$ cat config.mk
export PLATFORM = sky130hd
export DESIGN_NAME = div_arbiter_rr_flat
export DESIGN_NICKNAME = d
export VERILOG_FILES = /design/src/rtl/div_pkg.sv /design/src/rtl/div_arbiter_rr_if.sv /design/src/rtl/div_core_seq.sv /design/src/rtl/div_arbiter_rr.sv /design/src/flat_wrapper.sv
export SDC_FILE = /design/constraint.sdc
export NUM_CORES = 1
export LEC_CHECK = 0
export CAP_MARGIN = 25
export CELL_PAD_IN_SITES_DETAIL_PLACEMENT = 1
export CELL_PAD_IN_SITES_GLOBAL_PLACEMENT = 1
export CORE_ASPECT_RATIO = 0.7
export CORE_UTILIZATION = 34
export DETAILED_ROUTE_END_ITERATION = 7
export PLACE_DENSITY = 0.8
export SLEW_MARGIN = 20
export SYNTH_ARGS = -nofsm -noshare
export SYNTH_HDL_FRONTEND = slang
export SYNTH_SLANG_ARGS = --single-unit
$ cat constraint.sdc
create_clock -name clk -period 4.35 [get_ports clk]
set_clock_uncertainty 0.15 [all_clocks]
set_input_delay 0.87 -clock clk [delete_from_list [all_inputs] [get_ports clk]]
set_output_delay 0.87 -clock clk [all_outputs]
set_load 0.01 [all_outputs]
$ cat src/rtl/div_pkg.sv
// Shared defaults, FSM state encoding and the divide-by-zero quotient constant
// for the round-robin divider arbiter.
package div_pkg;

  localparam int DEF_WIDTH = 64;
  localparam int DEF_NREQ  = 4;

  typedef enum logic [1:0] {
    IDLE = 2'd0,
    RUN  = 2'd1,
    DONE = 2'd2
  } state_t;

  localparam logic [DEF_WIDTH-1:0] DIV0_Q = '1;

endpackage

$ cat src/rtl/div_arbiter_rr_if.sv
// Requester/response bundle of the divider arbiter; slave is the arbiter side,
// master is the side that issues requests and consumes results.
interface div_arbiter_rr_if import div_pkg::*; #(
  parameter int WIDTH = DEF_WIDTH,
  parameter int NREQ  = DEF_NREQ
);

  localparam int IDW = (NREQ > 1) ? $clog2(NREQ) : 1;

  logic [NREQ-1:0]       req_valid;
  logic [NREQ-1:0]       req_ready;
  logic [NREQ*WIDTH-1:0] req_dividend;
  logic [NREQ*WIDTH-1:0] req_divisor;
  logic                  rsp_valid;
  logic                  rsp_ready;
  logic [IDW-1:0]        rsp_id;
  logic [WIDTH-1:0]      rsp_quotient;
  logic [WIDTH-1:0]      rsp_remainder;
  logic                  rsp_div0;
  logic                  busy;

  modport slave (
    input  req_valid, req_dividend, req_divisor, rsp_ready,
    output req_ready, rsp_valid, rsp_id, rsp_quotient, rsp_remainder, rsp_div0, busy
  );

  modport master (
    output req_valid, req_dividend, req_divisor, rsp_ready,
    input  req_ready, rsp_valid, rsp_id, rsp_quotient, rsp_remainder, rsp_div0, busy
  );

endinterface

$ cat src/rtl/div_core_seq.sv
// Restoring unsigned divider: one quotient bit per cycle, MSB first, WIDTH cycles
// per operation. done flags the cycle whose clock edge completes the last iteration.
module div_core_seq import div_pkg::*; #(
  parameter int WIDTH = DEF_WIDTH
) (
  input  logic             clk,
  input  logic             reset,
  input  logic             start,
  input  logic [WIDTH-1:0] dividend,
  input  logic [WIDTH-1:0] divisor,
  output logic             done,
  output logic [WIDTH-1:0] quotient,
  output logic [WIDTH-1:0] remainder
);

  localparam int CW = (WIDTH > 1) ? $clog2(WIDTH) : 1;

  logic             running;
  logic [CW-1:0]    cnt;
  logic [WIDTH-1:0] rem;
  logic [WIDTH-1:0] quo;
  logic [WIDTH-1:0] dvs;
  logic [WIDTH:0]   trial;
  logic [WIDTH:0]   diff;

  // The kept remainder is always below the divisor, so only the shifted trial
  // value needs the extra bit to cover divisors >= 2^(WIDTH-1).
  always_comb begin
    trial = {rem, quo[WIDTH-1]};
    diff  = trial - {1'b0, dvs};
  end

  assign done      = running && (cnt == CW'(WIDTH-1));
  assign quotient  = quo;
  assign remainder = rem;

  always_ff @(posedge clk or negedge reset) begin
    if (!reset) begin
      running <= 1'b0;
      cnt     <= '0;
      rem     <= '0;
      quo     <= '0;
      dvs     <= '0;
    end else if (start) begin
      running <= 1'b1;
      cnt     <= '0;
      rem     <= '0;
      quo     <= dividend;
      dvs     <= divisor;
    end else if (running) begin
      running <= !done;
      cnt     <= done ? '0 : cnt + CW'(1);
      if (!diff[WIDTH]) begin
        rem <= diff[WIDTH-1:0];
        quo <= {quo[WIDTH-2:0], 1'b1};
      end else begin
        rem <= trial[WIDTH-1:0];
        quo <= {quo[WIDTH-2:0], 1'b0};
      end
    end
  end

endmodule

$ cat src/rtl/div_arbiter_rr.sv
// Round-robin arbiter in front of one sequential divider; holds the grant state,
// the IDLE/RUN/DONE FSM and the response registers.
module div_arbiter_rr import div_pkg::*; #(
  parameter int WIDTH = DEF_WIDTH,
  parameter int NREQ  = DEF_NREQ
) (
  input logic           clk,
  input logic           reset,
  div_arbiter_rr_if.slave bus
);

  localparam int IDW = (NREQ > 1) ? $clog2(NREQ) : 1;

  state_t           state, state_nx;
  logic [IDW-1:0]   last_grant;
  logic [IDW-1:0]   grant;
  logic             found;
  logic             accept;
  logic             core_start;
  logic             core_done;
  logic             div0_q;
  logic [WIDTH-1:0] sel_dividend;
  logic [WIDTH-1:0] sel_divisor;
  logic [WIDTH-1:0] dvd_q;
  logic [WIDTH-1:0] core_q;
  logic [WIDTH-1:0] core_r;

  always_comb begin : arbitrate
    logic [IDW-1:0] cand;
    grant = '0;
    found = 1'b0;
    cand  = '0;
    for (int unsigned k = 1; k <= NREQ; k++) begin
      cand = IDW'((32'(last_grant) + k) % 32'(NREQ));
      if (!found && bus.req_valid[cand]) begin
        grant = cand;
        found = 1'b1;
      end
    end
  end

  // Gating with reset keeps req_ready low while reset is held.
  assign accept       = reset && (state == IDLE) && found;
  assign sel_dividend = bus.req_dividend[32'(grant)*WIDTH +: WIDTH];
  assign sel_divisor  = bus.req_divisor[32'(grant)*WIDTH +: WIDTH];
  assign core_start   = accept && (sel_divisor != '0);

  always_comb begin
    bus.req_ready = '0;
    if (accept) bus.req_ready[grant] = 1'b1;
  end

  always_comb begin
    state_nx = state;
    unique case (state)
      IDLE:    if (accept) state_nx = core_start ? RUN : DONE;
      RUN:     if (core_done) state_nx = DONE;
      DONE:    if (bus.rsp_ready) state_nx = IDLE;
      default: state_nx = IDLE;
    endcase
  end

  always_ff @(posedge clk or negedge reset) begin
    if (!reset) begin
      state      <= IDLE;
      last_grant <= IDW'(NREQ-1);
      div0_q     <= 1'b0;
      dvd_q      <= '0;
    end else begin
      state <= state_nx;
      if (accept) begin
        last_grant <= grant;
        div0_q     <= !core_start;
        dvd_q      <= sel_dividend;
      end
    end
  end

  assign bus.rsp_valid = (state == DONE);
  assign bus.busy      = (state != IDLE);

  always_comb begin
    bus.rsp_id        = '0;
    bus.rsp_div0      = 1'b0;
    bus.rsp_quotient  = '0;
    bus.rsp_remainder = '0;
    if (state == DONE) begin
      bus.rsp_id        = last_grant;
      bus.rsp_div0      = div0_q;
      bus.rsp_quotient  = div0_q ? WIDTH'(DIV0_Q) : core_q;
      bus.rsp_remainder = div0_q ? dvd_q : core_r;
    end
  end

  div_core_seq #(.WIDTH(WIDTH)) u_core (
    .clk       (clk),
    .reset     (reset),
    .start     (core_start),
    .dividend  (sel_dividend),
    .divisor   (sel_divisor),
    .done      (core_done),
    .quotient  (core_q),
    .remainder (core_r)
  );

endmodule

$ cat src/flat_wrapper.sv
// flat-port wrapper written by rule: the top's interface ports become plain ports
module div_arbiter_rr_flat import div_pkg::*;
#(
  parameter int WIDTH = DEF_WIDTH,
  parameter int NREQ  = DEF_NREQ
)
  (clk, reset, bus_req_valid, bus_req_dividend, bus_req_divisor, bus_rsp_ready, bus_req_ready, bus_rsp_valid, bus_rsp_id, bus_rsp_quotient, bus_rsp_remainder, bus_rsp_div0, bus_busy);
  div_arbiter_rr_if #(.WIDTH(WIDTH), .NREQ(NREQ)) bus_i ();
  input logic clk;
  input logic reset;
  input wire logic [$bits(bus_i.req_valid)-1:0] bus_req_valid;
  input wire logic [$bits(bus_i.req_dividend)-1:0] bus_req_dividend;
  input wire logic [$bits(bus_i.req_divisor)-1:0] bus_req_divisor;
  input wire logic [$bits(bus_i.rsp_ready)-1:0] bus_rsp_ready;
  output wire logic [$bits(bus_i.req_ready)-1:0] bus_req_ready;
  output wire logic [$bits(bus_i.rsp_valid)-1:0] bus_rsp_valid;
  output wire logic [$bits(bus_i.rsp_id)-1:0] bus_rsp_id;
  output wire logic [$bits(bus_i.rsp_quotient)-1:0] bus_rsp_quotient;
  output wire logic [$bits(bus_i.rsp_remainder)-1:0] bus_rsp_remainder;
  output wire logic [$bits(bus_i.rsp_div0)-1:0] bus_rsp_div0;
  output wire logic [$bits(bus_i.busy)-1:0] bus_busy;
  assign bus_i.req_valid = bus_req_valid;
  assign bus_i.req_dividend = bus_req_dividend;
  assign bus_i.req_divisor = bus_req_divisor;
  assign bus_i.rsp_ready = bus_rsp_ready;
  assign bus_req_ready = bus_i.req_ready;
  assign bus_rsp_valid = bus_i.rsp_valid;
  assign bus_rsp_id = bus_i.rsp_id;
  assign bus_rsp_quotient = bus_i.rsp_quotient;
  assign bus_rsp_remainder = bus_i.rsp_remainder;
  assign bus_rsp_div0 = bus_i.rsp_div0;
  assign bus_busy = bus_i.busy;
  div_arbiter_rr #(.WIDTH(WIDTH), .NREQ(NREQ)) u_core (.clk(clk), .reset(reset), .bus(bus_i));
endmodule
==> results.toml <==
[synthesis]
yosys.cell_types.count = 66
synth.most_common_cell = "nand2_1"
synth_edf_count = 0
synthFlopType = "dfrtp_1"
synthArstFlopShare_pct = 100
synth_area_sq_mm = 0.0205
yosysWarnings = 0
synth_seq_area_share_pct = 32.8
syn_inst = 2650
synth_nets = 3235
synth_area_leader_cell = "dfrtp_1"
synth-seq-cells = 268
synth.area.top_cells = "dfrtp_1 33%, nand2_1 9.8%, mux2i_1 6.6%"
syn_area_per_cell_sq_um = 7.72
post-synth-top-area-fraction_pct = 32.5
yosys-top-cells-count = "532 x nand2_1, 296 x nor2_1, 266 x dfrtp_1, 179 x clkbuf_1, 166 x o21ai_0"

[die]
die_area_sq_mm = 0.0612
die-width_um = 295
num_io_pins = 656
core_sq_mm = 0.0589
row_count = 74
start_util_pct = 34.7
die_h_um = 207

[routing]
vias = 23200
drt_iter0_drc = 1472
postRouteAntennaNets = 0
finalWirelength_um = 96300
drc = 0
vias_per_cell = 5.45
avgRoutedWirePerCell_um = 22.7
dr.pass1.iters = 5

[final_layout]
area_delta_synth_final_pct = 51.7
fin_nets = 4014
fin_cells = 4250
n_fill_cell = 6984
postLayoutCoreUtil_pct = 52.7
drive_gt1_share_pct = 13.7

[place]
gp_congestion = 0.943
io_buffers = 655
dpl.cell_count = 4194
place_hpwl_um = 76700

[clock_network]
htree_levels = 1
root_buffer = "clkbuf_16"
cts.path.max_buffers = 3
insertion_delay_ns = 0.57
cts_inserted_buffers = 28
clk_pin_slew_ns = 0.07
cts_tree = "yes"
cts.sinks = 268

[power_and_ir_drop]
switchingPower_mw = 12.2
seqPwrFrac_pct = 19.1
swShare_pct = 47.8
p_leak_nw = 13.1
power_density_mw_per_mm2 = 820
combPwrFrac_pct = 70.9
intPower_mw = 13.3
power.share.clock_pct = 10.0
vdd_drop_max_mv = 0.463

[hold_path]
hold_path_end = "u_core.dvd_q[43]"
min-delay-start = "u_core.dvd_q[43]"
min_path_type = "flop to flop"
worstHoldPathCells = 1

[timing]
slew_viol_final = 0
period_share_pct = 97.2
period_needed_ns = 4.23
hold-worst-slack_ns = 0.363
final-setup-viol-count = 0
finalHoldViolCount = 0
timing.setup.tns_ns = 0
tightest_slew_ns = 0.907
fmax_mhz = 237
rsz0062_at_grt = "false"
slew_headroom_pct = 39.5

[worst_setup_path]
reg2reg_depth = 15
cp_max_fo = 26
critPathBufInv = 6
r2r_setup_slack_ns = 0.14
cp_cell_sequence = "clkdlybuf4s50_1 -> nand2b_1 -> o211ai_1 -> and2_4 -> buf_12 -> buf_4 -> nand2_1 -> a31oi_2 -> nor4_2 -> nand4_1 -> nor4_2 -> buf_4 -> nor2b_4 -> buf_12 -> buf_4 -> mux2_2"
required_ns = 4.66
arrival_ns = 4.53
start_kind = "input pin"
r2r_end = "u_core.u_core.remainder[58]"
crit_path_max_incr_delay_ns = 0.52
critical_path_class = "input pin to flop"
critPathTopFamily = "buffers and inverters"
r2r_start = "u_core.u_core.dvs[0]"
crit_top_cell = "buf_4"
end_kind = "flop"
slowest_stage = "clkdlybuf4s50_1"

[job]
cap_violations = 0

[run_status]
outcome = "finished clean"

[grt]
antenna_found_initial = 2
grt_overflow = 0
grt_max_degree = 71
first_global_vias = 24700
grt_pass1_wl_um = 148000
grt_usage_pct = 30.8
routing by layer:
| metal | share of wire (%) | GRT usage (%) | vias to the layer above |
|---|---|---|---|
| li1 | - | - | 10900 |
| met1 | 44 | 41.3 | 11600 |
| met2 | 49 | 53.0 | 549 |
| met3 | 4.6 | 3.85 | 126 |
| met4 | 2.0 | 5.63 | 0 |
| met5 | 0 | 0 | - |
through the flow:
step	total power, mW	setup WS [ns]	area [sq um]
after floorplan	14.7	0.327	20500
after global placement	21.3	-0.571	29700
after detailed placement	22.0	-0.726	29700
after CTS	24.9	0.00759	30800
after global routing	27.2	0.00231	31000
final	25.5	0.124	31000
worst max path at each step:
stage	start	endpoint	slack, ns	depth (start not counted)
CTS	u_core.u_core.dvs[0]	u_core.u_core.remainder[40]	0.008	16
global route	u_core.u_core.dvs[35]	u_core.u_core.remainder[1]	0.002	17
floorplan	bus_req_valid[1]	bus_req_ready[1]	0.33	11
detailed placement	bus_req_valid[3]	u_core.u_core.dvs[46]	-0.73	16
finish	bus_req_valid[3]	u_core.u_core.dvs[0]	0.12	16
global placement	bus_req_valid[0]	u_core.u_core.dvs[51]	-0.57	16
power by group through the flow:
stage / combinational, mW / clock (mW) / sequential [mW]
after floorplan: 10.2 / 0 / 4.46
after global placement: 16.5 / 0 / 4.79
after detailed placement: 17.1 / 0 / 4.86
after CTS: 17.5 / 2.59 / 4.84
after global routing: 19.5 / 2.68 / 4.98
final: 18.1 / 2.55 / 4.86
kinds of logic (layout without fill, tap and decap cells):
logic type | count (synthesis) | after routing | share of synthesized area (%)
other | 0 | 1 | 0
multiplexers | 201 | 201 | 10.2
adder cells (fa/ha/maj) | 66 | 66 | 4.07
flip-flops | 268 | 268 | 32.8
AO/OA/AOI/OAI | 671 | 671 | 21.5
XOR/XNOR | 60 | 60 | 2.70
AND/OR/NAND/NOR | 1098 | 1098 | 23.4
buffers and inverters | 286 | 1087 | 5.41
layout make-up:
type                       instances  area [sq um]  area share [%]
multi-input combinational       2096         13000            41.9
timing repair buffer             954          9080            29.2
sequential                       268          6720            21.6
tap                              798           998            3.22
clock buffer                      40           827            2.66
inverter                          81           304           0.979
clock inverter                    12           126           0.407
antenna                            1          2.50         0.00806
sequential cells by signal, summed over array words and instances (netlist names):
name,flops
u_core.dvd_q,64
u_core.u_core.dvs,64
u_core.u_core.quotient,64
u_core.u_core.remainder,64
u_core.u_core.cnt,6
u_core.last_grant,2
u_core.state,2
u_core.div0_q,1
u_core.u_core.running,1
timing repair:
action / CTS / global route
pin swaps: 1 / 7
setup endpoints to repair: 129 / 168
hold endpoints to repair: 22 / 0
buffers inserted: 1 / 0
hold buffers: 1 / 0
resized for setup: 12 / 50
placed cells by master, fill, tap and decap left out, drive strengths merged, types with 3 or more instances in the layout:
cell,netlist,final
nor2,296,296
nor3,11,11
a211oi,149,149
and3,14,14
nand2b,19,19
and2,139,139
o21a,4,4
o21bai,13,13
or2,5,5
ha,65,65
clkinv,0,7
clkbuf,179,40
nand3,20,20
and4,3,3
a21o,39,39
or3,6,6
o22ai,5,5
dfrtp,266,266
nor2b,10,10
nor4,21,21
or4,3,3
buf,26,299
o21ai,167,167
clkdlybuf4s50,0,654
o211ai,5,5
nand4,16,16
nand2,532,532
a221o,3,3
a311oi,50,50
mux2i,135,135
a21oi,70,70
inv,81,82
xnor2,40,40
o31ai,5,5
a31oi,138,138
xor2,20,20
mux2,66,66
(Power assumes the default switching activity.)
